===== src/rtl/rf_wb_arbiter.sv =====
// rf_wb_arbiter: round-robin EXU/LSU writeback arbiter with busy scoreboard; define RF_WB_BYPASS_EN for writeback forwarding
module rf_wb_arbiter #(
  parameter int ADDR_WIDTH = 5,
  parameter int DATA_WIDTH = 32
) (
  input  logic                  clk,
  input  logic                  rst_n,
  input  logic                  exu_valid,
  output logic                  exu_ready,
  input  logic [ADDR_WIDTH-1:0] exu_rd,
  input  logic [DATA_WIDTH-1:0] exu_data,
  input  logic                  lsu_valid,
  output logic                  lsu_ready,
  input  logic [ADDR_WIDTH-1:0] lsu_rd,
  input  logic [DATA_WIDTH-1:0] lsu_data,
  input  logic                  iss_valid,
  input  logic                  iss_rd_en,
  input  logic [ADDR_WIDTH-1:0] iss_rd,
  input  logic [ADDR_WIDTH-1:0] iss_rs1,
  input  logic [ADDR_WIDTH-1:0] iss_rs2,
  output logic                  iss_stall,
`ifdef RF_WB_BYPASS_EN
  output logic                  fwd1_hit,
  output logic                  fwd2_hit,
  output logic [DATA_WIDTH-1:0] fwd_data,
`endif
  output logic                  wen,
  output logic [ADDR_WIDTH-1:0] waddr,
  output logic [DATA_WIDTH-1:0] wdata
);
  logic [2**ADDR_WIDTH-1:0] busy, busy_nxt;
  logic ptr, hit1, hit2, reserve;
`ifdef RF_WB_BYPASS_EN
  assign fwd1_hit = hit1;
  assign fwd2_hit = hit2;
  assign fwd_data = wdata;
`endif
  // grant: single requester wins outright, ptr breaks ties; nothing granted in reset
  always_comb begin
    exu_ready = rst_n && exu_valid && (!lsu_valid || !ptr);
    lsu_ready = rst_n && lsu_valid && !exu_ready;
  end
  // hazard detection and next busy bitmap; a same-cycle reserve overrides the release
  always_comb begin
`ifdef RF_WB_BYPASS_EN
    hit1 = wen && waddr == iss_rs1 && iss_rs1 != '0;
    hit2 = wen && waddr == iss_rs2 && iss_rs2 != '0;
`else
    hit1 = 1'b0;
    hit2 = 1'b0;
`endif
    iss_stall = iss_valid && ((busy[iss_rs1] && !hit1) || (busy[iss_rs2] && !hit2) || (iss_rd_en && busy[iss_rd]));
    reserve = iss_valid && !iss_stall && iss_rd_en && iss_rd != '0;
    busy_nxt = busy;
    if (wen) busy_nxt[waddr] = 1'b0;
    if (reserve) busy_nxt[iss_rd] = 1'b1;
    busy_nxt[0] = 1'b0;
  end
  // register the granted write, flip the pointer away from the winner, update busy
  always_ff @(posedge clk) begin
    if (!rst_n) begin
      ptr <= 1'b0;
      wen <= 1'b0;
      waddr <= '0;
      wdata <= '0;
      busy <= '0;
    end else begin
      busy <= busy_nxt;
      wen <= 1'b0;
      if (exu_ready) begin
        ptr <= 1'b1;
        wen <= exu_rd != '0;
        waddr <= exu_rd;
        wdata <= exu_data;
      end else if (lsu_ready) begin
        ptr <= 1'b0;
        wen <= lsu_rd != '0;
        waddr <= lsu_rd;
        wdata <= lsu_data;
      end
    end
  end
endmodule


===== config.mk =====
export PLATFORM = sky130hd
export DESIGN_NAME = rf_wb_arbiter
export DESIGN_NICKNAME = d
export VERILOG_FILES = /design/src/rtl/rf_wb_arbiter.sv
export SDC_FILE = /design/constraint.sdc
export NUM_CORES = 1
export LEC_CHECK = 0
export CAP_MARGIN = 20
export CELL_PAD_IN_SITES_DETAIL_PLACEMENT = 0
export CELL_PAD_IN_SITES_GLOBAL_PLACEMENT = 1
export CORE_ASPECT_RATIO = 0.8
export CORE_MARGIN = 2
export CORE_UTILIZATION = 38
export DETAILED_ROUTE_END_ITERATION = 8
export GPL_TIMING_DRIVEN = 1
export PLACE_DENSITY = 0.95
export RECOVER_POWER = 100
export SLEW_MARGIN = 5
export SYNTH_ARGS = -nofsm -noshare
export SYNTH_HDL_FRONTEND = slang
export SYNTH_SLANG_ARGS = --single-unit

===== constraint.sdc =====
create_clock -name clk -period 4.3 [get_ports clk]
set_clock_uncertainty 0.1 [all_clocks]
set_input_delay 0.86 -clock clk [delete_from_list [all_inputs] [get_ports clk]]
set_output_delay 0.86 -clock clk [all_outputs]
set_load 0.05 [all_outputs]

; ---- After elaboration in Yosys (flattened, before gate mapping)
; Cells that the tools add are included.
[totals]
inputBits = 95
word_cells = 57
out_inout_bits = 41
reg_bits = 71
[classes]
bitwise = 3
order_cmp = 6
muxes = 20
reduce_logical = 22
[ops]
columns = op, count
row1 = $mux 32, 4
row2 = $and 32x32->32, 1
row3 = $not 32->32, 1
row4 = $or 32x32->32, 1
row5 = $lt 5x6->1 const B, 4
row6 = $bmux 1 s5, 3
row7 = $reduce_bool 5->1, 3
row8 = $logic_and 1x1->1, 11
row9 = $demux 1 s5, 2
row10 = $ge 5x1->1 const B, 2
row11 = $mux 5, 2
row12 = $mux 1, 9
row13 = $logic_not 1->1, 4
row14 = $logic_or 1x1->1, 3
row15 = $reduce_bool 2->1, 1

; ---- Longest topological paths before layout
[depth]
ltp_word = 10
depth_mapped = 8
ltp_nobuf = 6

; ---- Worst setup path after synthesis
; Ideal clock, no wire load.
[synth_timing]
path_type = input to output
start = input iss_rs2[0]
end = output iss_stall
t_required_ps = 3340
path_stages = 8
setup_slack_ps = 596
n_path_buf = 2
arrival_time_ps = 2744
cell_sequence = clkbuf_1 -> mux4_2 -> nor2b_1 -> nor4_1 -> a31oi_1 -> nand4_4 -> buf_6 -> o21a_1
[synth_between]
elab_chain_len = 5
[synth_rtl]
columns = element, line_no
row1 = "start, declared", 20  ; input logic [ADDR_WIDTH-1:0] iss_rs2,
row2 = $bmux 1 s5, 52  ; iss_stall = iss_valid && ((busy[iss_rs1] && !hit1) || (busy[iss_rs2] && !hit2) || (iss_rd_en && busy[iss_rd])) ...
row3 = $mux 1 (implied by the code), 52
row4 = $logic_or 1x1->1 (2 in a row), 52
row5 = $logic_and 1x1->1, 52
row6 = "end, declared", 21  ; output logic iss_stall,
; Every way passes these cells. The select of a mux whose other input is x is not followed.

; ---- Worst setup path after layout
[layout_timing]
start = input iss_rs1[2]
end = output iss_stall
[layout_between]
elab_chain_len = 5
[layout_rtl]
columns = element, line_no
row1 = "start, declared", 19  ; input logic [ADDR_WIDTH-1:0] iss_rs1,
row2 = $bmux 1 s5, 52
row3 = $mux 1 (implied by the code), 52
row4 = $logic_or 1x1->1 (2 in a row), 52
row5 = $logic_and 1x1->1, 52
; Every way passes these cells. The select of a mux whose other input is x is not followed.

==> impl_metrics.ini <==
[sta]
worst_slack_ps = 107
post-route-min-period_ps = 4190
tns_ps = 0
final-hold-violation-count = 0
holdWs_ps = 374
worstMarginPinSlew_ps = 1470
slew_headroom = 0.0183
fmax_mhz = 238
period_share = 0.975
setup_viol = 0
slew_viol_final = 0
rsz0062_at_grt = false

[die]
die_w_um = 121
die_h_um = 97.7
dieArea_sq_um = 11800
core_area_sq_um = 10800
row_count = 34
io_pins = 136
start_util = 0.387

[yosys]
async_flop_share = 0
synthCells = 400
postSynthAreaPerCell_sq_um = 10.4
synthesis.nets = 495
ys.flop_type = dfxtp_1
syn_area_sq_um = 4170
synth_seq_cells = 70
synth_warnings = 0
synth-edff-count = 0
ys_types = 53
ys_seq_area_frac = 0.336

[cells_and_area]
fin_nets = 613
final_cell_mix = 91 x clkdlybuf4s50_1, 70 x dfxtp_1, 46 x nand2_1
area_delta_synth_final_pct = 38.5
fin_util = 0.537
area.sequential_sq_um = 1400
n_fill_cell = 949
fin_area_sq_um = 5780
antenna_cells = 0
drive_above_1_share = 0.117
layout_commonest_cell = clkdlybuf4s50_1
multi_input_area_sq_um = 2480

[worst_setup_path]
r2r_end = busy[2]
cp.arrival_ps = 3230
crit_path_end_kind = output port
criticalPathCategory = input port to output port
crit_path_end = iss_stall
crit_required_ps = 3340
crit_path_start_kind = input port
crit_path_start = iss_rs1[2]
timing.rr.start = busy[24]
rr_worst_depth = 7
ff2ff_setup_slack_ps = 1490
critPathMaxFanout = 5

[clock_tree]
post_cts_buffers = 0
cts_resized = 0
cts.sink_count = 70
cts.path.max_buffers = 2
cts_root_buf = clkbuf_16
cts_hold_buf = 0
htreeDepth = 3
clk_latency_ps = 330
tritoncts = done
clkTransAtPathRegs_ps = 60
numCtsBuffers = 9

[route]
drtIter0Drc = 345
vias_per_cell = 5.96
dr.pass1.iters = 5
ant_nets = 0
vias = 3978
wl_um = 13800
wl_per_cell_um = 20.6
drc = 0

[power]
clkPwrFrac = 0.386
pwr_density_cell_nw_per_um2 = 330
p_comb_frac = 0.242
power_frac_seq = 0.371
ir_worst_vdd_uv = 184
switchingPower_mw = 0.562
leakage_nw = 2.51
p_int_mw = 1.34
switching_share = 0.295

[place]
gp_congestion = 1.03
place_ws_ps = 134
numPortBuffers = 135
hpwl_um = 9940
dpl_cell_area_sq_um = 5520

[global_routing]
top_usage_layer = met2
grt_max_degree = 76
grt_util_met1 = 0.291
grt_use_met3 = 0.0939
grt_pass1_wl_um = 21500
antenna_found_initial = 0
grt_overflow_total = 0
grt_pass1_vias = 3932
grt_util_all_layers = 0.233
met2_usage = 0.353

[status]
outcome = complete, no violations

[worst_hold_path]
min_path_type = register to register

[flow_run]
maxCapViolations = 0
[synthesized netlist by cell type (2+ instances only)]
master    instances  area [sq um]
mux2i_1          41           410
clkbuf_1         23          86.3
or3b_2            3          26.3
o22ai_1           4          25.0
buf_1             3          11.3
or2b_2            2          17.5
nand3b_1          3          22.5
nand3_1          10          50.1
nor2_1            9          33.8
a221oi_1          2          17.5
dfxtp_1          70          1400
and3_1            2          12.5
mux4_2           11           248
o21ai_0           3          15.0
o211ai_1         31           233
and2b_2           3          26.3
mux2_2            7          78.8
o211a_1          35           350
clkbuf_8          7          96.3
buf_6             6          67.6
o41ai_1          31           272
nor3_1            3          15.0
mux4_1            6           158
a22o_1            2          17.5
a21oi_1           2          10.0
nand4_1           2          12.5
nand2_1          47           176
nor2b_1           6          37.5
nand3b_2          2          22.5
[stage by stage]
stage,instances,total power [mW]
CTS,667,1.93
detailed placement,651,1.20
global route,667,1.97
global placement,651,1.18
floorplan,400,1.01
finish,667,1.90
[state kept, by name (all words and copies together), names as in the netlist]
name,flops
wen,1
ptr,1
waddr,5
wdata,32
busy,31
[worst min path at each step]
| stage | startpoint | to | slack (ps) | cells past startpoint |
|---|---|---|---|---|
| 6_report | ptr | ptr | 370 | 1 |
| 3_5_place_dp | ptr | ptr | 350 | 1 |
| 2_1_floorplan | ptr | ptr | 320 | 1 |
| 5_1_grt | ptr | ptr | 400 | 1 |
| 3_3_place_gp | ptr | ptr | 340 | 1 |
| 4_1_cts | ptr | ptr | 360 | 1 |
[worst max-delay path: stages]
cell	delay, ps
clkdlybuf4s50_1	610
mux4_1	610
o32a_1	300
o2111ai_1	100
o31a_2	170
nand4_1	150
o21a_1	240
buf_4	190
[metal layers]
| layer | routed length [um] | vias up |
|---|---|---|
| li1 | - | 1843 |
| met5 | 0 | - |
| met4 | 397 | 0 |
| met3 | 1750 | 39 |
| met1 | 5500 | 1877 |
| met2 | 6110 | 219 |
[kinds of logic (layout without fill, tap and decap cells)]
family | Yosys count | after routing | synth area share
simple gates | 101 | 101 | 0.130
compound gates | 123 | 123 | 0.254
flops | 70 | 70 | 0.336
buf+inv | 41 | 164 | 0.0654
mux | 65 | 65 | 0.215
[layout make-up]
cell class / instances / area share
clock buffer: 13 / 0.0433
sequential: 70 / 0.243
inverter: 1 / 0.000650
multi-input combinational: 289 / 0.430
timing repair buffer: 147 / 0.245
clock inverter: 3 / 0.00758
tap: 144 / 0.0312
[power groups by stage]
stage,logic (mW),registers [mW],clock network [mW]
finish,0.461,0.707,0.735
global route,0.489,0.712,0.773
CTS,0.477,0.708,0.747
detailed placement,0.474,0.722,0
global placement,0.465,0.719,0
floorplan,0.188,0.820,0
Note: power is estimated with default switching activity, not from simulation.
